File: config.mk
export PLATFORM = sky130hd
export DESIGN_NAME = i281_dmem_reader
export DESIGN_NICKNAME = d
export VERILOG_FILES = /design/src/rtl/i281_pkg.sv /design/src/rtl/i281_skid_fifo.sv /design/src/rtl/i281_dmem_reader.sv
export SDC_FILE = /design/constraint.sdc
export NUM_CORES = 1
export LEC_CHECK = 0
export BUFFER_PORTS_ARGS = -buffer_cell sky130_fd_sc_hd__buf_2
export CELL_PAD_IN_SITES_DETAIL_PLACEMENT = 0
export CELL_PAD_IN_SITES_GLOBAL_PLACEMENT = 1
export CORE_MARGIN = 2
export CORE_UTILIZATION = 35
export DETAILED_ROUTE_END_ITERATION = 10
export GPL_TIMING_DRIVEN = 1
export MAX_ROUTING_LAYER = met4
export PLACE_DENSITY_LB_ADDON = 0.1
export SLEW_MARGIN = 20
export SYNTH_ARGS = -nofsm -noshare
export SYNTH_HDL_FRONTEND = slang
export SYNTH_SLANG_ARGS = --single-unit
File: constraint.sdc
create_clock -name Board_Clock -period 2.15 [get_ports Board_Clock]
set_input_delay 0.1075 -clock Board_Clock [delete_from_list [all_inputs] [get_ports Board_Clock]]
set_output_delay 0.1075 -clock Board_Clock [all_outputs]
set_load 0.02 [all_outputs]
File: src/rtl/i281_pkg.sv
// i281_pkg: shared widths and reader FSM encoding for the i281 data-memory blocks.
package i281_pkg;
  localparam int I281_DMEM_ADDR_W = 4;
  localparam int I281_DATA_W = 8;
  typedef enum logic [1:0] {
    RD_IDLE  = 2'd0,
    RD_READ  = 2'd1,
    RD_DRAIN = 2'd2,
    RD_DONE  = 2'd3
  } rd_state_e;
endpackage

File: src/rtl/i281_skid_fifo.sv
// i281_skid_fifo: 2-entry output buffer holding {addr,data} words for the reader stream.
module i281_skid_fifo #(
  parameter int W = 12
) (
  input  logic         clk,
  input  logic         rst_n,
  input  logic         i_push,
  input  logic         i_pop,
  input  logic [W-1:0] i_data,
  output logic         o_valid,
  output logic [W-1:0] o_data,
  output logic [1:0]   o_count
);
  logic [W-1:0] r_mem [2];
  logic         r_wr;
  logic         r_rd;
  logic [1:0]   r_count;
  always_ff @(posedge clk or negedge rst_n) begin
    if (!rst_n) begin
      r_mem[0] <= '0;
      r_mem[1] <= '0;
      r_wr     <= 1'b0;
      r_rd     <= 1'b0;
      r_count  <= 2'd0;
    end else begin
      if (i_push) begin
        r_mem[r_wr] <= i_data;
        r_wr        <= ~r_wr;
      end
      if (i_pop) r_rd <= ~r_rd;
      r_count <= r_count + {1'b0, i_push} - {1'b0, i_pop};
    end
  end
  assign o_valid = r_count != 2'd0;
  assign o_data  = r_mem[r_rd];
  assign o_count = r_count;
endmodule

File: src/rtl/i281_dmem_reader.sv
// i281_dmem_reader: reads a block of data-memory words and streams them, address-tagged,
// over valid/ready with at most two words in flight or buffered.
module i281_dmem_reader
  import i281_pkg::*;
#(
  parameter int ADDR_W = I281_DMEM_ADDR_W,
  parameter int DATA_W = I281_DATA_W
) (
  input  logic              Board_Clock,
  input  logic              Reset_In,
  input  logic              Start,
  input  logic [ADDR_W-1:0] Base_Addr,
  input  logic [ADDR_W-1:0] Count,
  output logic              Busy,
  output logic              Done,
  output logic              Mem_Rd_En,
  output logic [ADDR_W-1:0] Mem_Rd_Addr,
  input  logic [DATA_W-1:0] Mem_Rd_Data,
  output logic              Out_Valid,
  input  logic              Out_Ready,
  output logic [DATA_W-1:0] Out_Data,
  output logic [ADDR_W-1:0] Out_Addr
);
  localparam int CW = ADDR_W + 1;
  rd_state_e                r_state;
  rd_state_e                w_next;
  logic [ADDR_W-1:0]        r_rd_ptr;
  logic [ADDR_W-1:0]        r_inflight_addr;
  logic                     r_inflight;
  logic [CW-1:0]            r_total;
  logic [CW-1:0]            r_issued;
  logic [CW-1:0]            r_accepted;
  logic                     w_rd_en;
  logic                     w_pop;
  logic                     w_last_issue;
  logic                     w_last_accept;
  logic [1:0]               w_count;
  logic [ADDR_W+DATA_W-1:0] w_head;
  assign w_pop = Out_Valid & Out_Ready;
  // A word leaving this cycle frees its slot for a new issue.
  assign w_rd_en = (r_state == RD_READ) &&
                   (({1'b0, w_count} + {2'b00, r_inflight}) < (3'd2 + {2'b00, w_pop}));
  assign w_last_issue  = w_rd_en && (r_issued + CW'(1) == r_total);
  assign w_last_accept = w_pop && (r_accepted + CW'(1) == r_total);
  always_comb begin
    w_next = r_state;
    case (r_state)
      RD_IDLE:  w_next = Start ? RD_READ : RD_IDLE;
      RD_READ:  w_next = w_last_issue ? RD_DRAIN : RD_READ;
      RD_DRAIN: w_next = w_last_accept ? RD_DONE : RD_DRAIN;
      default:  w_next = RD_IDLE;
    endcase
  end
  always_ff @(posedge Board_Clock or negedge Reset_In) begin
    if (!Reset_In) begin
      r_state         <= RD_IDLE;
      r_rd_ptr        <= '0;
      r_inflight_addr <= '0;
      r_inflight      <= 1'b0;
      r_total         <= '0;
      r_issued        <= '0;
      r_accepted      <= '0;
    end else begin
      r_state    <= w_next;
      r_inflight <= w_rd_en;
      if (w_rd_en) r_inflight_addr <= r_rd_ptr;
      if (r_state == RD_IDLE && Start) begin
        r_rd_ptr   <= Base_Addr;
        r_total    <= (Count == '0) ? {1'b1, {ADDR_W{1'b0}}} : {1'b0, Count};
        r_issued   <= '0;
        r_accepted <= '0;
      end else begin
        if (w_rd_en) begin
          r_rd_ptr <= r_rd_ptr + 1'b1;
          r_issued <= r_issued + CW'(1);
        end
        if (w_pop) r_accepted <= r_accepted + CW'(1);
      end
    end
  end
  i281_skid_fifo #(.W(ADDR_W + DATA_W)) u_fifo (
    .clk     (Board_Clock),
    .rst_n   (Reset_In),
    .i_push  (r_inflight),
    .i_pop   (w_pop),
    .i_data  ({r_inflight_addr, Mem_Rd_Data}),
    .o_valid (Out_Valid),
    .o_data  (w_head),
    .o_count (w_count)
  );
  assign Busy        = (r_state == RD_READ) || (r_state == RD_DRAIN);
  assign Done        = r_state == RD_DONE;
  assign Mem_Rd_En   = w_rd_en;
  assign Mem_Rd_Addr = r_rd_ptr;
  assign Out_Addr    = w_head[ADDR_W+DATA_W-1:DATA_W];
  assign Out_Data    = w_head[DATA_W-1:0];
endmodule

==> results.py, run 1 <==
metrics = {
    "outcome": {
        "outcome": "completed",
    },
    "timing": {
        "clock_skew_ns": 0.0104,
        "setup_ws_ns": 0.171,
        "slew_headroom_pct": 59.0,
        "hold_ws_ns": 0.0317,
        "min_period_over_period_pct": 92.0,
        "rsz0062_at_grt": "no",
        "clock.fmax_mhz": 505,
        "worst_pin_slew_ns": 0.615,
        "final_max_slew_viol_count": 0,
        "hold_viol": 0,
        "fin_crit_ns": 1.98,
        "setup_tns_ns": 0,
        "setup_viol": 0,
    },
    "die": {
        "initial_core_util_pct": 36.6,
        "dieArea_um2": 8370,
        "pin_count": 40,
        "core_area_um2": 7330,
        "die_w_um": 91.5,
        "row_count": 31,
        "die_y_um": 91.5,
    },
    "route": {
        "dr.pass1.iters": 4,
        "wl_per_cell_um": 13.6,
        "wl_um": 5120,
        "drt_iter0_drc": 72,
        "vias": 1756,
        "drc": 0,
        "antenna_left": 0,
        "vias_per_cell": 4.67,
    },
    "critical_path": {
        "worstPathMaxFanout": 10,
        "worstPathArrival_ns": 1.87,
        "reg2reg_from": "r_inflight",
        "required_ns": 2.04,
        "critical_path_class": "flop to output pin",
        "critPathLaunch": "r_inflight",
        "start_kind": "flop",
        "critPathCaptureType": "output pin",
    },
    "global_routing": {
        "grt_use_total_pct": 13.9,
        "antenna_found_initial": 0,
        "grt_pass1_wl_um": 8980,
        "grt_pass1_vias": 1809,
        "grt_max_degree": 26,
        "grt-ovfl-total": 0,
    },
    "yosys": {
        "ys_warn_count": 0,
        "syn_area_per_cell_um2": 12.0,
        "yosysSeqAreaShare_pct": 50.4,
        "synth_area_um2": 2680,
        "async_reset_ff_share_pct": 100,
        "syn_inst": 223,
        "synth_cell_types": 34,
        "synth-seq-cells": 54,
        "syn_nets": 255,
        "synth_enable_flop_cells": 0,
        "ys.flop_type": "dfrtp_1",
    },
    "cts": {
        "post-cts-setup-buffers": 0,
        "clockBufferDepth": 2,
        "cts_tree": "done",
        "clk_pin_slew_ns": 0.10,
        "ctsHtreeMaxLevel": 2,
        "numCtsBuffers": 5,
        "clk_latency_ns": 0.31,
        "cts.sinks": 54,
        "cts_repair_resize_count": 0,
        "cts_root_buffer": "clkbuf_8",
    },
    "finish": {
        "final_util_pct": 43.8,
        "most-common-layout-cells": "dfrtp_1, mux2_2, buf_2",
        "drive_gt1_share_pct": 35.4,
        "n_antenna_cell": 0,
        "stdcell_count": 376,
        "fin_area_um2": 3210,
        "final_common_cell": "dfrtp_1",
        "final_nets": 308,
        "fillCellCount": 704,
        "area_growth_pct": 19.9,
    },
    "placed_design": {
        "port_buffers": 39,
        "placed_cells": 360,
        "dp_hpwl_um": 3640,
        "globalplace.congestion": 0.675,
        "post_dp_cell_area_um2": 3010,
        "preCtsSetupSlack_ns": 0.326,
    },
    "power_and_ir_drop": {
        "power_mw": 5.22,
        "power_density_nw_per_um2": 1630,
        "p_leak_nw": 1.49,
        "ir_drop_mv": 0.524,
    },
    "run": {
        "maxCapViolCount": 0,
    },
    "min_path": {
        "holdCritStartpoint": "Mem_Rd_Data[6]",
        "hold_path_class": "input port to flop",
    },
}
## flip-flops by register name, summed over array words and instances (netlist names), 2 cells and up
signal	count
u_fifo.r_mem	24
r_accepted	5
r_issued	5
r_total	5
Mem_Rd_Addr	4
r_inflight_addr	4
r_state	2
u_fifo.o_count	2
## final timing paths
| check | to | slack, ns | depth (start not counted) |
|---|---|---|---|
| worst max-delay path | Mem_Rd_En | 0.17 | 6 |
| worst min-delay path | u_fifo.r_mem[6] | 0.03 | 2 |
| worst max register to register | r_state[0] | 0.30 | 6 |
| worst min register to register | u_fifo.r_wr | 0.51 | 1 |
| max in group asynchronous | r_issued[0] | 1.21 | 3 |
| min in group asynchronous | u_fifo.o_count[1] | 0.31 | 2 |
## layout make-up
cell class	count	area [um2]	share of cell area (%)
clock buffers	6	82.6	2.57
flip-flops and latches	54	1350	42.1
multi-input cells	157	1280	39.9
well taps	99	124	3.86
repair buffers	52	313	9.74
clock inverters	2	38.8	1.21
inverters	6	22.5	0.701
## report_power, final
part	internal [mW]	switching, mW
logic	1.24	1.31
clock network	0.384	0.346
registers	1.50	0.437
## routing by layer
| metal | vias up | GRT usage (%) | wire length [um] |
|---|---|---|---|
| li1 | 869 | - | - |
| met1 | 854 | 19.8 | 2610 |
| met2 | 27 | 19.9 | 2310 |
| met3 | 6 | 2.74 | 145 |
| met4 | 0 | 4.55 | 65 |
| met5 | - | - | 0 |
## synth_stat cells (all sizes together), types with 2 or more instances
master	instances	area share [%]
a21oi	5	0.93
and2	2	0.47
and3	3	0.70
buf	3	0.51
clkbuf	3	0.42
dfrtp	54	50
ha	12	5.6
inv	6	0.84
mux2	41	17
nand2	26	3.9
nand3	7	1.3
nor2	10	1.4
nor2b	3	0.70
nor4b	2	1.2
o21ai	9	2.5
xnor2	9	2.9
xor2	16	5.2
## timing repair
action	in CTS	in global routing
hold buffers	8	0
hold endpoints to repair	30	0
setup endpoints to repair	0	0
## worst max-delay path: stages, from the launching register on
cell and delay, ns:
dfrtp_1 0.44, ha_1 0.22, ha_1 0.30, o21ai_4 0.13, nand2_4 0.17, inv_1 0.12
buf_2 0.17
## kinds of logic (layout without fill, tap and decap cells)
kind of cell | count (synthesis) | after routing | synth area share (%)
adder cells (fa/ha/maj) | 12 | 12 | 5.60
AO/OA/AOI/OAI | 19 | 19 | 5.18
flip-flops | 54 | 54 | 50.4
multiplexers | 42 | 42 | 17.6
XOR/XNOR | 25 | 25 | 8.17
AND/OR/NAND/NOR | 59 | 59 | 11.3
buffers and inverters | 12 | 66 | 1.77
(Power assumes the default switching activity.)
==> inputs of run 2 (changes only) <==
--- a/config.mk
+++ b/config.mk
@@ -10,6 +10,7 @@
 export CELL_PAD_IN_SITES_GLOBAL_PLACEMENT = 1
 export CORE_MARGIN = 2
 export CORE_UTILIZATION = 35
+export CTS_CLUSTER_DIAMETER = 80
 export DETAILED_ROUTE_END_ITERATION = 10
 export GPL_TIMING_DRIVEN = 1
 export MAX_ROUTING_LAYER = met4
==> constraint.sdc (replaced) <==
create_clock -name Board_Clock -period 2.15 [get_ports Board_Clock]
set_input_delay 0.215 -clock Board_Clock [delete_from_list [all_inputs] [get_ports Board_Clock]]
set_output_delay 0.215 -clock Board_Clock [all_outputs]
set_load 0.02 [all_outputs]
==> run 2 against run 1 <==
Combinational power up 2%. Fmax up 1.9%. Global-route usage about the same. Hold slack better by 0.067 ns. Final cell count down 1.6%. Count of clock-buffer cells in the layout down 1. Largest power group unchanged. Clock skew down 0.0012 ns. Critical path depth unchanged.
==> results.py, run 2 (synthesized netlist as in run 1, its figures left out) <==
metrics = {
    "critical_path": {
        "r2r_slack_ns": 0.24,
        "worstPathMaxFanout": 7,
        "critical_path_class": "flop to output pin",
        "required_ns": 1.93,
        "worstPathArrival_ns": 1.73,
        "critPathCaptureType": "output pin",
        "start_kind": "flop",
        "reg2reg_from": "r_inflight",
        "critPathLaunch": "r_inflight",
    },
    "cts": {
        "cts_root_buffer": "clkbuf_8",
        "clockBufferDepth": 2,
        "clk_pin_slew_ns": 0.10,
        "cts_tree": "done",
        "cts.sinks": 54,
        "ctsHtreeMaxLevel": 2,
        "clk_latency_ns": 0.31,
        "numCtsBuffers": 5,
    },
    "placed_design": {
        "globalplace.congestion": 0.698,
        "dp_hpwl_um": 3700,
        "placed_cells": 360,
        "preCtsSetupSlack_ns": 0.300,
        "port_buffers": 39,
    },
    "route": {
        "dr.pass1.iters": 4,
        "antenna_left": 0,
        "vias": 1729,
        "drt_iter0_drc": 42,
        "drc": 0,
        "vias_per_cell": 4.67,
        "wl_per_cell_um": 13.9,
        "wl_um": 5140,
    },
    "die": {
        "dieArea_um2": 8370,
        "die_y_um": 91.5,
        "initial_core_util_pct": 36.6,
        "die_w_um": 91.5,
        "pin_count": 40,
        "core_area_um2": 7330,
        "row_count": 31,
    },
    "finish": {
        "n_antenna_cell": 0,
        "largest_reg_flops": 24,
        "final_common_cell": "dfrtp_1",
        "area_growth_pct": 17.5,
        "most-common-layout-cells": "dfrtp_1, mux2_2, buf_2",
        "stdcell_count": 370,
        "final_nets": 302,
        "drive_gt1_share_pct": 36.9,
        "largest_register": "u_fifo.r_mem",
    },
    "timing": {
        "clock_skew_ns": 0.00919,
        "final_max_slew_viol_count": 0,
        "worst_pin_slew_ns": 0.617,
        "rsz0062_at_grt": "no",
        "min_period_over_period_pct": 90.3,
        "setup_ws_ns": 0.209,
        "slew_headroom_pct": 58.8,
        "setup_viol": 0,
        "clock.fmax_mhz": 515,
        "fin_crit_ns": 1.94,
        "hold_viol": 0,
        "setup_tns_ns": 0,
    },
    "global_routing": {
        "grt_max_degree": 21,
        "grt_use_total_pct": 13.9,
        "grt-ovfl-total": 0,
        "grt_pass1_wl_um": 8830,
        "grt_pass1_vias": 1754,
        "antenna_found_initial": 0,
    },
    "power_and_ir_drop": {
        "ir_drop_mv": 0.576,
        "power_density_nw_per_um2": 1670,
        "p_leak_nw": 1.46,
    },
    "min_path": {
        "holdCritStartpoint": "Base_Addr[1]",
        "hold_path_class": "input port to flop",
    },
    "run": {
        "maxCapViolCount": 0,
    },
    "outcome": {
        "outcome": "completed",
    },
}
run 2: per-layer routing:
metal	share of wire, %	vias to the layer above	track usage, %
met3	3.0	7	3.15
met4	0.78	0	4.17
met5	0	-	-
met1	53	839	20.3
li1	-	860	-
met2	44	23	19.1
run 2: final cells by class:
type | count | area [um2]
Fill cell | 737 | 4180
Sequential cell | 54 | 1350
Multi-Input combinational cell | 157 | 1280
Timing Repair Buffer | 46 | 250
Tap cell | 99 | 124
Clock buffer | 5 | 68.8
Clock inverter | 3 | 47.5
Inverter | 6 | 22.5
run 2: repair_timing:
action,4_1_cts,5_1_grt
setup buffers,0,1
hold buffers,1,0
resized for setup,0,1
setup endpoints to repair,0,1
endpoints found under the hold margin,18,0
run 2: final timing paths:
| check | end | cells after the start |
|---|---|---|
| setup reg to reg | r_state[0] | 7 |
| hold reg to reg | u_fifo.r_wr | 1 |
| hold / removal | Mem_Rd_Addr[1] | 3 |
| setup / recovery | Mem_Rd_En | 6 |
| min in group asynchronous | r_accepted[2] | 2 |
| max in group asynchronous | u_fifo.r_mem[20] | 3 |
run 2: metrics by stage:
step	hold WS, ns	cell area, um2	total power, mW	util, %
global placement	0.201	3010	4.54	41.1
floorplan	-0.0806	2680	3.86	-
global route	0.102	3150	5.69	42.9
detailed placement	0.196	3010	4.56	41.1
finish	0.0991	3150	5.24	42.9
CTS	0.0884	3140	5.30	42.8
run 2: worst max-delay path, cell delays in order, from the launching register on:
cell,delay (ns)
dfrtp_1,0.44
ha_1,0.22
ha_1,0.31
o21ai_4,0.12
nand2_4,0.06
inv_1,0.08
buf_2,0.17
run 2: power by group:
group | internal [mW] | leakage (nW) | total, mW | switching [mW]
clock network | 0.354 | 0.0587 | 0.709 | 0.355
registers | 1.50 | 0.657 | 1.93 | 0.434
logic | 1.27 | 0.749 | 2.60 | 1.33
total | 3.12 | 1.46 | 5.24 | 2.12
